[src/rtl/conf_stream_loader_pkg.sv]
// ---------------------------------------------------------------------------
// conf_stream_loader_pkg
// Shared constants and types for the configuration stream loader:
//   - CONF_REGISTERS_SIZE : number of writable configuration registers
//   - OP_WRITE / OP_END   : header opcodes
//   - ERR_BAD_OP / ERR_RANGE : err_code encodings
//   - loader_state_e      : loader FSM state encoding
// ---------------------------------------------------------------------------
package conf_stream_loader_pkg;

  localparam int CONF_REGISTERS_SIZE = 8;

  localparam logic [7:0] OP_WRITE = 8'hC0;
  localparam logic [7:0] OP_END   = 8'hE0;

  localparam logic [1:0] ERR_BAD_OP = 2'b01;
  localparam logic [1:0] ERR_RANGE  = 2'b10;

  typedef enum logic [1:0] {
    IDLE  = 2'd0,
    DATA  = 2'd1,
    DRAIN = 2'd2
  } loader_state_e;

endpackage

[src/rtl/conf_stream_loader.sv]
// ---------------------------------------------------------------------------
// conf_stream_loader
// Parses a valid/ready stream of 32-bit words into burst headers and data
// words and issues one configuration register-file write per data word.
// Header layout: [31:24] opcode, [15:8] start address, [7:0] count.
//
// Ports:
//   clk, reset    : clock, synchronous active-high reset
//   in_valid      : stream word valid
//   in_ready      : loader accepts the word (low only during reset)
//   in_data       : stream word
//   clear_err     : one-cycle pulse clearing err / err_code
//   wr_en_ext     : register-file write strobe (registered)
//   wr_addr_ext   : register-file write address (registered, held)
//   wr_data_ext   : register-file write data (registered, held)
//   conf_done     : one-cycle pulse after an END header is accepted
//   busy          : high while a burst (DATA or DRAIN) is in progress
//   err           : sticky error flag
//   err_code      : 01 bad opcode, 10 address range; first error kept
// ---------------------------------------------------------------------------
module conf_stream_loader
  import conf_stream_loader_pkg::*;
#(
  parameter int CONF_REGISTERS_SIZE = conf_stream_loader_pkg::CONF_REGISTERS_SIZE,
  parameter int CNT_W               = 8
) (
  input  logic        clk,
  input  logic        reset,
  input  logic        in_valid,
  output logic        in_ready,
  input  logic [31:0] in_data,
  input  logic        clear_err,
  output logic        wr_en_ext,
  output logic [31:0] wr_addr_ext,
  output logic [31:0] wr_data_ext,
  output logic        conf_done,
  output logic        busy,
  output logic        err,
  output logic [1:0]  err_code
);

  // Range check is done one bit wider than the widest operand so that a
  // large start plus a large count can never wrap into the legal window.
  localparam int SUM_W = ((CNT_W > 8) ? CNT_W : 8) + 1;
  localparam logic [SUM_W-1:0] REG_LIMIT = SUM_W'(CONF_REGISTERS_SIZE);

  loader_state_e    state_r;
  logic [7:0]       addr_r;
  logic [CNT_W-1:0] rem_r;
  logic             wr_en_r;
  logic [31:0]      wr_addr_r;
  logic [31:0]      wr_data_r;
  logic             conf_done_r;
  logic             err_r;
  logic [1:0]       err_code_r;

  logic             xfer_s;
  logic [7:0]       opcode_s;
  logic [7:0]       start_s;
  logic [CNT_W-1:0] cnt_s;
  logic [SUM_W-1:0] end_s;
  logic             range_bad_s;
  logic             cnt_zero_s;
  logic             load_code_s;

  assign in_ready = ~reset;
  assign xfer_s   = in_valid & in_ready;

  // Header field decode and range check of the word currently on in_data.
  always_comb begin
    opcode_s    = in_data[31:24];
    start_s     = in_data[15:8];
    cnt_s       = in_data[CNT_W-1:0];
    end_s       = SUM_W'(start_s) + SUM_W'(cnt_s);
    range_bad_s = (end_s > REG_LIMIT);
    cnt_zero_s  = (cnt_s == {CNT_W{1'b0}});
    // A new error code is loaded when no error is latched, or when the
    // latched one is being cleared in this very cycle (new error wins).
    load_code_s = (~err_r) | clear_err;
  end

  // Loader FSM with all registered outputs.
  always_ff @(posedge clk) begin
    if (reset) begin
      state_r     <= IDLE;
      addr_r      <= 8'd0;
      rem_r       <= {CNT_W{1'b0}};
      wr_en_r     <= 1'b0;
      wr_addr_r   <= 32'd0;
      wr_data_r   <= 32'd0;
      conf_done_r <= 1'b0;
      err_r       <= 1'b0;
      err_code_r  <= 2'b00;
    end else begin
      wr_en_r     <= 1'b0;
      conf_done_r <= 1'b0;

      // Clear first; an error raised below in the same cycle overrides it.
      if (clear_err) begin
        err_r      <= 1'b0;
        err_code_r <= 2'b00;
      end

      case (state_r)
        IDLE: begin
          if (xfer_s) begin
            case (opcode_s)
              OP_WRITE: begin
                if (cnt_zero_s) begin
                  state_r <= IDLE;
                end else if (range_bad_s) begin
                  err_r <= 1'b1;
                  if (load_code_s) begin
                    err_code_r <= ERR_RANGE;
                  end
                  rem_r   <= cnt_s;
                  state_r <= DRAIN;
                end else begin
                  addr_r  <= start_s;
                  rem_r   <= cnt_s;
                  state_r <= DATA;
                end
              end
              OP_END: begin
                conf_done_r <= 1'b1;
              end
              default: begin
                err_r <= 1'b1;
                if (load_code_s) begin
                  err_code_r <= ERR_BAD_OP;
                end
              end
            endcase
          end
        end
        DATA: begin
          if (xfer_s) begin
            wr_en_r   <= 1'b1;
            wr_addr_r <= {24'd0, addr_r};
            wr_data_r <= in_data;
            addr_r    <= addr_r + 8'd1;
            rem_r     <= rem_r - CNT_W'(1);
            if (rem_r == CNT_W'(1)) begin
              state_r <= IDLE;
            end
          end
        end
        DRAIN: begin
          if (xfer_s) begin
            rem_r <= rem_r - CNT_W'(1);
            if (rem_r == CNT_W'(1)) begin
              state_r <= IDLE;
            end
          end
        end
        default: begin
          state_r <= IDLE;
        end
      endcase
    end
  end

  assign wr_en_ext   = wr_en_r;
  assign wr_addr_ext = wr_addr_r;
  assign wr_data_ext = wr_data_r;
  assign conf_done   = conf_done_r;
  assign busy        = (state_r != IDLE);
  assign err         = err_r;
  assign err_code    = err_code_r;

endmodule
[config.mk]
export PLATFORM = sky130hd
export DESIGN_NAME = conf_stream_loader
export DESIGN_NICKNAME = d
export VERILOG_FILES = /design/src/rtl/conf_stream_loader_pkg.sv /design/src/rtl/conf_stream_loader.sv
export SDC_FILE = /design/constraint.sdc
export NUM_CORES = 1
export LEC_CHECK = 0
export ABC_CLOCK_PERIOD_IN_PS = 5700
export CORE_MARGIN = 4
export CORE_UTILIZATION = 40
export CTS_BUF_LIST = sky130_fd_sc_hd__clkbuf_2
export CTS_CLUSTER_DIAMETER = 60
export DETAILED_ROUTE_END_ITERATION = 7
export PLACE_DENSITY = 0.71
export SLEW_MARGIN = 10
export SYNTH_ARGS = -nofsm -noshare
export SYNTH_HDL_FRONTEND = slang
export SYNTH_SLANG_ARGS = --single-unit
export TNS_END_PERCENT = 10
[constraint.sdc]
create_clock -name clk -period 5.7 [get_ports clk]
set_clock_uncertainty 0.05 [all_clocks]
set_input_delay 0.57 -clock clk [delete_from_list [all_inputs] [get_ports clk]]
set_output_delay 0.57 -clock clk [all_outputs]
set_load 0.02 [all_outputs]
* Word-level counts from Yosys, hierarchy flattened
Cells that the tools add are included.
** Operators by class
- Add/subtract/negate cells :: 3
- Order comparisons :: 1
- Eq/ne operators :: 12
- Mux-type cells :: 34
- Bitwise gates (word level) :: 7
- Reductions and logical operators :: 12
** Operators by type and width (count)
- two-way mux 8 bit :: 9
- case mux 8 bit (2 select lines) :: 2
- two-way mux 2 bit :: 13
- equality test 8 bit, second input constant :: 2
- adder 8 x 8 -> 9 bit :: 1
- > comparator 9 x 4 -> 1 bit, second input constant :: 1
- adder 8 x 1 -> 8 bit, second input constant :: 1
- equality test 8 x 1 -> 1 bit, second input constant :: 1
- logical NOT 8 bit :: 1
- inequality test 2 bit, second input constant :: 4
- case mux 2 bit (2 select lines) :: 2
- subtractor 8 x 1 -> 8 bit, second input constant :: 1
- two-way mux 1 bit :: 7
- inequality test 2 x 1 -> 1 bit, second input constant :: 3
- AND reduction 6 bit :: 1
- nonzero test 2 bit :: 3
- NOT 1 bit :: 5
- AND reduction 5 bit :: 1
- AND reduction 4 bit :: 1
- OR reduction 2 bit :: 2
- OR reduction 3 bit :: 1
- equality test 2 x 1 -> 1 bit, second input constant :: 1
- equality test 2 bit, second input constant :: 1
- logical NOT 2 bit :: 1
- 4 further kinds :: 4
** Storage, ports and cells
- Register bits :: 63
- Logic and storage cells :: 78

* Longest topological paths before layout
Gate-level depths: netlist (run 1).
- Depth after elaboration :: 8
- Mapped depth :: 11

* Worst setup path before layout (run 1)
OpenSTA, ideal clock, no wires.
- Path kind :: input-to-reg
- Start :: input port in_data[0]
- End :: register addr_r[2]
- Setup time :: 0.122 ns
- Data arrival time :: 2.676 ns
- Data required time :: 5.528 ns
- Slack :: 2.852 ns
- Stages on the path :: 9
- Cells stage by stage :: ha_1 -> fa_1 -> a21o_1 -> a21oi_1 -> mux2i_1 -> a211oi_4 -> o2111ai_2 -> and2_4 -> a311o_1
** Between the ends
- Longest elaborated chain between the ends :: 4
** Ends and longest elaborated chain
- from (decl) :: RTL line conf_stream_loader.sv:31 : input logic [31:0] in_data,
- adder 8 x 8 -> 9 bit :: RTL line conf_stream_loader.sv:74 : end_s = SUM_W'(start_s) + SUM_W'(cnt_s);
- > comparator 9 x 4 -> 1 bit :: RTL line conf_stream_loader.sv:75 : range_bad_s = (end_s > REG_LIMIT);
- inequality test 2 bit (no source line)
- AND reduction 6 bit (no source line) *
- to (signal assigned) :: RTL line conf_stream_loader.sv:119 : addr_r <= start_s;
- to (signal assigned) :: RTL line conf_stream_loader.sv:141 : addr_r <= addr_r + 8'd1;
- to (decl) :: RTL line conf_stream_loader.sv:48 : logic [7:0] addr_r;
Mark *: on every way between the ends. The rest lies on a longest branch, timed or not.
A chain may end at the register's enable or synchronous reset.

* Final worst setup path (run 1)
- Start :: input port reset
- End :: output port in_ready
** Between the ends
- Longest elaborated chain between the ends :: 1
** Ends and longest elaborated chain
- from (decl) :: RTL line conf_stream_loader.sv:28 : input logic reset,
- NOT 1 bit :: RTL line conf_stream_loader.sv:66 : assign in_ready = ~reset;
- to (decl) :: RTL line conf_stream_loader.sv:30 : output logic in_ready,
No other way between the ends.

==> results of run 1 <==
-- placed cells by master (no fill, tap or decap), types with 4 or more instances in the layout --
| cell type | netlist | routed |
|---|---|---|
| sky130_fd_sc_hd__nand2_1 | 88 | 88 |
| sky130_fd_sc_hd__clkdlybuf4s50_1 | 0 | 82 |
| sky130_fd_sc_hd__dfxtp_1 | 63 | 63 |
| sky130_fd_sc_hd__o21ai_0 | 52 | 52 |
| sky130_fd_sc_hd__conb_1 | 1 | 24 |
| sky130_fd_sc_hd__nor2_1 | 23 | 23 |
| sky130_fd_sc_hd__a21oi_1 | 19 | 19 |
| sky130_fd_sc_hd__inv_1 | 14 | 14 |
| sky130_fd_sc_hd__nand3_1 | 14 | 14 |
| sky130_fd_sc_hd__ha_1 | 13 | 13 |
| sky130_fd_sc_hd__clkbuf_2 | 0 | 9 |
| sky130_fd_sc_hd__nor2b_1 | 7 | 7 |
| sky130_fd_sc_hd__nor3_1 | 6 | 6 |
| sky130_fd_sc_hd__a31oi_1 | 6 | 6 |
| sky130_fd_sc_hd__nor4_1 | 5 | 5 |
| sky130_fd_sc_hd__a22oi_1 | 5 | 5 |
| sky130_fd_sc_hd__mux2i_1 | 5 | 5 |
| sky130_fd_sc_hd__a211oi_1 | 4 | 4 |
| sky130_fd_sc_hd__and3_1 | 4 | 4 |
| sky130_fd_sc_hd__o22ai_1 | 4 | 4 |
| sky130_fd_sc_hd__or4_1 | 4 | 4 |
-- critical path, stage by stage --
cell and delay, ns:
sky130_fd_sc_hd__clkdlybuf4s50_1 0.81, sky130_fd_sc_hd__inv_1 0.21, sky130_fd_sc_hd__buf_4 0.47, sky130_fd_sc_hd__clkdlybuf4s50_1 0.71
-- per-stage QoR --
| step | cells | power (mW) | cell area (µm²) |
|---|---|---|---|
| 3_3_place_gp | 600 | 0.5715 | 4133 |
| 2_1_floorplan | 456 | 0.5369 | 3425 |
| 5_1_grt | 616 | 0.9317 | 4274 |
| 4_1_cts | 616 | 0.8978 | 4274 |
| 3_5_place_dp | 600 | 0.5732 | 4133 |
| 6_report | 617 | 0.8937 | 4277 |
-- cell families after synthesis --
group                    Yosys count
AND/OR/NAND/NOR                  175
AO/OA/AOI/OAI                    111
flip-flops                        63
buffers and inverters             61
adder cells (fa/ha/maj)           14
multiplexers                       7
other                              1
XOR/XNOR                           1
-- synth_stat cells (all sizes together) (2+ instances only) --
master	n	area [µm²]
nor3	6	30.03
or4	5	41.29
o211ai	2	15.01
nand2	89	336.6
nor2	23	86.33
dfxtp	63	1261
a31oi	6	37.54
mux2i	5	50.05
nor4	5	31.28
nor2b	7	43.79
ha	13	162.7
o21ai	55	275.3
a211oi	5	50.05
buf	24	180.2
nand2b	2	12.51
nor3b	2	15.01
o221ai	2	17.52
a21oi	19	95.09
a311oi	2	17.52
and3	6	40.03
nand3	14	70.07
clkbuf	21	78.83
and2	4	27.53
a21o	2	15.01
inv	15	56.30
o22ai	4	25.02
a22oi	5	37.54
mux2	2	22.52
or3	3	18.77
nand4	3	18.77
-- layout make-up --
class | instances | area (µm²)
Antenna cell | 1 | 2.502
Fill cell | 782 | 3899
Clock inverter | 7 | 96.34
Clock buffer | 9 | 45.04
Multi-Input combinational cell | 332 | 1844
Sequential cell | 63 | 1261
Tap cell | 105 | 131.4
Timing Repair Buffer | 84 | 835.8
Inverter | 16 | 60.06
-- path summary, 6_finish.rpt --
path	from	end	slack [ns]	cells after the start
worst max-delay path	reset	in_ready	2.28	4
worst min-delay path	state_r[1]	state_r[1]	0.42	2
worst max register to register	state_r[1]	addr_r[4]	2.84	9
worst min register to register	state_r[1]	state_r[1]	0.42	2
-- state kept, by name, summed over array words and instances, names as in the netlist --
name	count
wr_en_ext	1
err	1
wr_addr_ext	8
addr_r	8
rem_r	8
wr_data_ext	32
err_code	2
state_r	2
conf_done	1
-- power by group through the flow --
| stage | clock network, mW | registers (mW) | logic, mW |
|---|---|---|---|
| finish | 0.327 | 0.445 | 0.121 |
| floorplan | 0 | 0.455 | 0.0820 |
| detailed placement | 0 | 0.454 | 0.119 |
| global route | 0.354 | 0.446 | 0.131 |
| CTS | 0.333 | 0.445 | 0.120 |
| global placement | 0 | 0.454 | 0.118 |
-- routing by layer --
layer	GRT usage [%]	vias to the layer above
li1	-	1610
met1	23.15	1490
met2	28.51	122
met3	4.628	13
met4	5.672	0
met5	0	-
==> metrics.yaml, run 1 <==
final-setup-viol-count: 0
arrival_ns: 2.80
gp_congestion: 0.8406
tritoncts_clock_tree: "done"
number_of_antenna_violations_at_the_first_check_in_global_routing: 0
count_of_antenna_violating_nets_left_after_detailed_routing: 0
dieArea_um2: 9871
hold_path.class: "register to register"
worst-endpoint-required_ns: 5.08
via_count: 3235
globalRoute.totalOverflow: 0
post-cts-setup-buffers: 0
drc_violation_total_after_the_first_tritonroute_iteration: 202
syn-mean-instance-area_um2: 7.709
detail_route.first_pass.iterations: 4
dominant_combinational_cell_family_by_area_after_synthesis: "simple AND/OR/NAND/NOR gates"
global_route.usage.total_pct: 17.69
synth.distinct_cells: 57
worst_slew_margin_rel_pct: 40.58
number_of_cts_inserted_buffers: 9
final_layout_size_suffix_gt1_share_pct: 5.479
clk_pin_slew_ns: 0.19
top_layer_used: "met4"
switching_share_pct: 28.59
power_frac_comb_pct: 13.5
peakVddDrop_v: 0.0001224
post_cts_resize_count: 0
avgRoutedWirePerCell_um: 14.22
period_minus_slack_ns: 3.416
first_global_vias: 2924
clock_tree.buffer_depth: 2
final_core_utilization_pct: 52.31
grt_first_pass_wirelength_um: 14210
fin_hold_ws_ns: 0.4187
rows: 33
nNetsFinal: 556
detail_route.vias_per_cell: 5.243
setup_repair_after_global_routing_missed_its_margin: "no"
final_wirelength_um: 8772
syn_area_um2: 3338
tightestPinTransition_ns: 0.8880
syn_inst: 433
critical_path_peak_fanout: 48
finalWorstSetupSlack_ns: 2.284
ctsHoldBuffers: 0
area_growth_syn_to_layout_pct: 28.11
cts_root_buf: "sky130_fd_sc_hd__clkbuf_2"
cell_internal_pwr_mw: 0.6382
dpl_worst_slack_ns: 2.137
dp.final_hpwl_um: 6365
startpoint_type_of_the_worst_setup_path: "primary input"
grt_start_max_net_pins: 72
dr_wl_met2_um: 4136
proportion_of_synthesized_chip_area_in_sequential_cells_pct: 37.78
timing.setup.tns_ns: 0
num_io_pins: 107
wl_met3_um: 675
power.share.clock_pct: 36.6
synth_xor_xnor_area_share_pct: 0.2624
m1WireLength_um: 3838
synth-async-reset-ratio_pct: 0
die_w_um: 99.36
seq_power_share_pct: 49.8
run_status: "finished clean"
synth_simple_gate_area_share_pct: 24.59
final_clock_period_utilization_by_the_worst_path_pct: 59.94
fp.dieH_um: 99.36
power_leakage_nw: 1.540
end_kind: "output pin"
initial_core_utilization_pct: 40.83
htreeDepth: 3
muxShareOfSynthArea_pct: 2.174
synth_compound_area_share_pct: 20.05
port_buffers: 82
clock.fmax_mhz: 292.7
total_switching_power_mw: 0.2555
route.detailed.drc: 0
worstSkewPairLatency_ns: 0.52
synthAdderAreaFrac_pct: 5.472
synth-edff-count: 0
final-max-slew-violation-count: 0
ys_warn_count: 0
final_hold_viol_count: 0
worst-setup-path-type: "primary input to output pin"
synth-seq-cells: 63
clkSinkCount: 63
drv.max_cap_violation_count: 0
ys_dominant_reg_cell: "sky130_fd_sc_hd__dfxtp_1"
floorplan.core_area_um2: 8175
power_per_cell_area_nw_per_um2: 209.0
Power figures use the tool's default switching activity.
==> run 2, diff against run 1 <==
--- a/config.mk
+++ b/config.mk
@@ -5,7 +5,7 @@
 export SDC_FILE = /design/constraint.sdc
 export NUM_CORES = 1
 export LEC_CHECK = 0
-export ABC_CLOCK_PERIOD_IN_PS = 5700
+export ABC_CLOCK_PERIOD_IN_PS = 3500
 export CORE_MARGIN = 4
 export CORE_UTILIZATION = 40
 export CTS_BUF_LIST = sky130_fd_sc_hd__clkbuf_2
==> constraint.sdc (replaced) <==
create_clock -name clk -period 3.5 [get_ports clk]
set_clock_uncertainty 0.05 [all_clocks]
set_input_delay 0.35 -clock clk [delete_from_list [all_inputs] [get_ports clk]]
set_output_delay 0.35 -clock clk [all_outputs]
set_load 0.02 [all_outputs]
==> run 2 against run 1 <==
Against the previous run: die area unchanged; sequential share of layout area about the same; cell count up 0.49%; combinational power up 64%; power up 56%; count of clock-buffer cells in the layout unchanged; critical path depth up 6; critical endpoint is now addr_r[2]; largest cell class unchanged.
==> metrics.yaml, run 2 (synthesized netlist as in run 1, its figures left out) <==
rows: 33
drc_violation_total_after_the_first_tritonroute_iteration: 209
nNetsFinal: 560
worst_slew_margin_rel_pct: 37.86
detail_route.vias_per_cell: 5.229
peakVddDrop_v: 0.0002284
final-setup-viol-count: 0
port_buffers: 82
number_of_cts_inserted_buffers: 9
arrival_ns: 3.18
ctsHoldBuffers: 0
avgRoutedWirePerCell_um: 14.37
power_leakage_nw: 1.553
post_dp_cell_area_um2: 4163
grt_start_max_net_pins: 48
final_clock_period_utilization_by_the_worst_path_pct: 80.06
final_area_um2: 4280
tightestPinTransition_ns: 0.9286
top_family_by_delay_on_critical_path: "compound AO/OA/AOI/OAI gates"
tritoncts_clock_tree: "done"
run_status: "finished clean"
report.power.total_mw: 1.390
finalWorstSetupSlack_ns: 0.6979
cp_cell_sequence: "clkdlybuf4s50_1 -> ha_1 -> fa_1 -> a21o_1 -> a21oi_1 -> mux2i_1 -> a211oi_4 -> o2111ai_2 -> and2_4 -> a311o_1"
clock_tree.buffer_depth: 2
global_route.usage.total_pct: 17.86
clock.fmax_mhz: 356.9
number_of_buffer_and_inverter_instances_along_the_worst_setup_path: 1
initial_core_utilization_pct: 40.83
final_hold_viol_count: 0
end_kind: "register"
hold_path.class: "primary input to register"
dp.final_hpwl_um: 6461
stdcell_count: 620
startpoint_type_of_the_worst_setup_path: "primary input"
worst-setup-path-type: "primary input to register"
first_global_vias: 3019
power_per_cell_area_nw_per_um2: 324.9
htreeDepth: 3
floorplan.core_area_um2: 8175
dpl_worst_slack_ns: 0.1771
die_w_um: 99.36
via_count: 3242
post_cts_resize_count: 0
clkSinkCount: 63
num_io_pins: 107
most_common_cell_after_layout_fill_and_taps_aside: "sky130_fd_sc_hd__nand2_1"
dieArea_um2: 9871
antenna-diode-count: 0
period_minus_slack_ns: 2.802
gp_congestion: 0.8894
flip_flop_count_of_the_largest_register_all_copies_and_words_added: 32
worst-endpoint-required_ns: 3.87
critical_path.slowest_cell: "sky130_fd_sc_hd__clkdlybuf4s50_1"
count_of_antenna_violating_nets_left_after_detailed_routing: 0
timing.setup.tns_ns: 0
cts_root_buf: "sky130_fd_sc_hd__clkbuf_2"
final_layout_size_suffix_gt1_share_pct: 6.214
area_growth_syn_to_layout_pct: 28.22
drv.max_cap_violation_count: 0
highest_count_cells_in_the_layout_ignoring_fill_and_taps: "88 x sky130_fd_sc_hd__nand2_1, 82 x sky130_fd_sc_hd__clkdlybuf4s50_1, 63 x sky130_fd_sc_hd__dfxtp_1, 52 x sky130_fd_sc_hd__o21ai_0, 24 x sky130_fd_sc_hd__conb_1"
clk_pin_slew_ns: 0.21
number_of_antenna_violations_at_the_first_check_in_global_routing: 0
grt_first_pass_wirelength_um: 14260
critical_path_peak_fanout: 5
detail_route.first_pass.iterations: 5
dp.cells: 604
final_wirelength_um: 8908
route.detailed.drc: 0
fillers: 802
final-max-slew-violation-count: 0
post-cts-setup-buffers: 0
worst_path_max_stage_delay_ns: 0.48
worstSkewPairLatency_ns: 0.51
fp.dieH_um: 99.36
globalRoute.totalOverflow: 0
setup_repair_after_global_routing_missed_its_margin: "no"
[run 2: cell types whose count changed in the layout (fill, tap and decap cells not counted), sizes merged]
cell / previous run / this run
bufinv: 2 / 1
buf: 2 / 6
diode: 1 / 0
clkinv: 2 / 4
clkinvlp: 3 / 2
[run 2: worst paths after layout]
check                  startpoint               to  slack, ns  depth (start not counted)
setup / recovery       in_data[0]        addr_r[2]       0.70                         10
hold / removal        in_data[19]  wr_data_ext[19]       0.31                          3
setup reg to reg       state_r[0]         rem_r[5]       0.71                          9
hold reg to reg   wr_data_ext[25]  wr_data_ext[25]       0.42                          2
[run 2: power by group]
group	switching, mW	internal (mW)
Combinational	0.116	0.0826
Sequential	0.00296	0.722
Clock	0.301	0.165
Total	0.420	0.970
[run 2: worst reg2reg max path: stages, from the launching register on]
cell                      delay, ns
sky130_fd_sc_hd__dfxtp_1       0.39
sky130_fd_sc_hd__inv_1         0.05
sky130_fd_sc_hd__ha_1          0.57
sky130_fd_sc_hd__inv_1         0.26
sky130_fd_sc_hd__nor2_1        0.14
sky130_fd_sc_hd__a31oi_1       0.05
sky130_fd_sc_hd__nor2_1        0.72
sky130_fd_sc_hd__o21ai_0       0.23
sky130_fd_sc_hd__a22oi_1       0.19
sky130_fd_sc_hd__nor2_1        0.05
[run 2: per-layer routing]
metal / share of wire, % / up-vias / track usage [%]
met1: 44 / 1506 / 22.24
met4: 1.1 / 0 / 6.513
met3: 8.1 / 8 / 5.961
met2: 47 / 109 / 28.77
li1: - / 1619 / -
met5: 0 / - / 0
[run 2: cell type report]
cell class                 instances  area (µm²)  share of cell area (%)
sequential                        63        1261                   29.47
inverter                          16       60.06                   1.403
timing repair buffer              88       865.8                   20.23
clock buffer                       9       45.04                   1.052
clock inverter                     7       72.57                   1.695
tap                              105       131.4                   3.069
multi-input combinational        332        1844                   43.09
[run 2: stage by stage]
stage / hold WS (ns) / utilization, %
2_1_floorplan: 0.3819 / -
3_3_place_gp: 0.3919 / 50.92
3_5_place_dp: 0.4014 / 50.92
4_1_cts: 0.2588 / 52.36
5_1_grt: 0.2687 / 52.36
6_report: 0.3070 / 52.36
==> run 3, diff against run 2 <==
--- a/config.mk
+++ b/config.mk
@@ -5,13 +5,13 @@
 export SDC_FILE = /design/constraint.sdc
 export NUM_CORES = 1
 export LEC_CHECK = 0
-export ABC_CLOCK_PERIOD_IN_PS = 3500
+export ABC_CLOCK_PERIOD_IN_PS = 2300
 export CORE_MARGIN = 4
 export CORE_UTILIZATION = 40
 export CTS_BUF_LIST = sky130_fd_sc_hd__clkbuf_2
 export CTS_CLUSTER_DIAMETER = 60
 export DETAILED_ROUTE_END_ITERATION = 7
-export PLACE_DENSITY = 0.71
+export PLACE_DENSITY = 0.74
 export SLEW_MARGIN = 10
 export SYNTH_ARGS = -nofsm -noshare
 export SYNTH_HDL_FRONTEND = slang
==> constraint.sdc (replaced) <==
create_clock -name clk -period 2.3 [get_ports clk]
set_clock_uncertainty 0.05 [all_clocks]
set_input_delay 0.23 -clock clk [delete_from_list [all_inputs] [get_ports clk]]
set_output_delay 0.23 -clock clk [all_outputs]
set_load 0.02 [all_outputs]
==> run 3 against run 2 <==
Against the previous run: sequential power is 52% higher; combinational power increased by 85%; power is 47% higher; die area did not move; routed wire length up 6.2%; via count is 4.7% higher; critical path type unchanged; largest cell class unchanged.
==> metrics.yaml, run 3 (synthesized netlist as in run 1, its figures left out) <==
count_of_antenna_violating_nets_left_after_detailed_routing: 0
final-setup-viol-count: 0
global_route.usage.total_pct: 19.30
number_of_cts_inserted_buffers: 9
number_of_antenna_violations_at_the_first_check_in_global_routing: 0
worst_path_max_stage_delay_ns: 0.52
globalRoute.totalOverflow: 0
via_count: 3394
post_dp_cell_area_um2: 4541
ctsHoldBuffers: 0
flip_flop_count_of_the_largest_register_all_copies_and_words_added: 32
avgRoutedWirePerCell_um: 14.20
critical_path.slowest_cell: "sky130_fd_sc_hd__or4_4"
antenna-diode-count: 0
first_global_vias: 3236
clkSinkCount: 63
critical_path_peak_fanout: 4
end_kind: "register"
initial_core_utilization_pct: 40.83
detail_route.first_pass.iterations: 4
final_layout_size_suffix_gt1_share_pct: 15.86
period_minus_slack_ns: 2.298
fp.dieH_um: 99.36
clock_tree.buffer_depth: 2
startpoint_type_of_the_worst_setup_path: "primary input"
port_buffers: 82
power_leakage_nw: 1.793
cts_root_buf: "sky130_fd_sc_hd__clkbuf_2"
htreeDepth: 3
final_area_um2: 4663
worst_slew_margin_rel_pct: 62.43
reg2reg_setup_slack_ns: 0.16
dp.cells: 648
fin_hold_ws_ns: 0.1978
tightestPinTransition_ns: 0.5630
stdcell_count: 666
final-max-slew-violation-count: 0
power_per_cell_area_nw_per_um2: 436.9
grt_start_max_net_pins: 58
worstSkewPairLatency_ns: 0.49
fillers: 768
nNetsFinal: 606
most_common_cell_after_layout_fill_and_taps_aside: "sky130_fd_sc_hd__nand2_1"
final_wirelength_um: 9459
worst-setup-path-type: "primary input to register"
worst-endpoint-required_ns: 2.70
peakVddDrop_v: 0.0002727
final_hold_viol_count: 0
clk_pin_slew_ns: 0.19
cp_cell_sequence: "clkdlybuf4s50_1 -> ha_1 -> and3_4 -> or4_4 -> a211oi_4 -> o2111ai_2 -> a221oi_1 -> a311o_1"
clock.fmax_mhz: 435.2
area_growth_syn_to_layout_pct: 39.69
num_io_pins: 107
hold_path.class: "primary input to register"
gp_congestion: 0.9240
grt_first_pass_wirelength_um: 15440
detail_route.vias_per_cell: 5.096
floorplan.core_area_um2: 8175
drc_violation_total_after_the_first_tritonroute_iteration: 219
tritoncts_clock_tree: "done"
timing.setup.tns_ns: 0
drv.max_cap_violation_count: 0
die_w_um: 99.36
rows: 33
run_status: "finished clean"
route.detailed.drc: 0
arrival_ns: 2.70
dieArea_um2: 9871
highest_count_cells_in_the_layout_ignoring_fill_and_taps: "88 x sky130_fd_sc_hd__nand2_1, 73 x sky130_fd_sc_hd__clkdlybuf4s50_1, 63 x sky130_fd_sc_hd__dfxtp_1, 52 x sky130_fd_sc_hd__o21ai_0, 51 x sky130_fd_sc_hd__buf_4"
setup_repair_after_global_routing_missed_its_margin: "yes"
final_clock_period_utilization_by_the_worst_path_pct: 99.91
dp.final_hpwl_um: 7052
==> run 3: area by class of cell <==
type	instances	area (µm²)	area share, %
inverters	16	61.31	1.315
repair buffers	134	1216	26.08
clock buffers	10	50.05	1.073
well taps	105	131.4	2.817
multi-input cells	332	1906	40.86
flip-flops and latches	63	1261	27.05
clock inverters	6	37.54	0.8049
==> run 3: path summary, 6_finish.rpt <==
check,from,cells after the start,to
setup / recovery,in_data[2],8,addr_r[2]
hold / removal,in_data[8],4,wr_data_ext[8]
setup reg to reg,rem_r[2],6,state_r[1]
hold reg to reg,wr_data_ext[29],2,wr_data_ext[29]
==> run 3: repair_timing <==
| item | 4_1_cts | 5_1_grt |
|---|---|---|
| resized for setup | 12 | 5 |
| endpoints found under the setup margin | 11 | 15 |
| pin swaps | 6 | 1 |
| setup buffers | 2 | 0 |
==> run 3: where the power goes <==
part	switching, mW	internal, mW
Sequential	0.00443	1.10
Clock	0.426	0.141
Combinational	0.196	0.172
Total	0.627	1.41
==> run 3: metrics by stage <==
step | setup slack [ns] | util, % | total power, mW
after floorplan | -0.002100 | - | 1.337
after global placement | -0.5937 | 55.54 | 1.476
after detailed placement | -0.6870 | 55.54 | 1.483
after CTS | 0.04437 | 56.80 | 2.046
after global routing | -0.05820 | 57.04 | 2.146
final | 0.002164 | 57.04 | 2.038
==> run 3: layer usage <==
layer / GRT usage, % / part of all wire [%]
met1: 24.52 / 43
met2: 31.71 / 48
met3: 3.997 / 7.0
met4: 8.298 / 2.5
met5: 0 / 0
==> run 3: critical path: cells and delay by family <==
| family | cells | cell delay [ns] |
|---|---|---|
| simple gates | 2 | 0.68 |
| compound gates | 4 | 1.08 |
| buf+inv | 1 | 0.46 |
| fa+ha+maj | 1 | 0.24 |
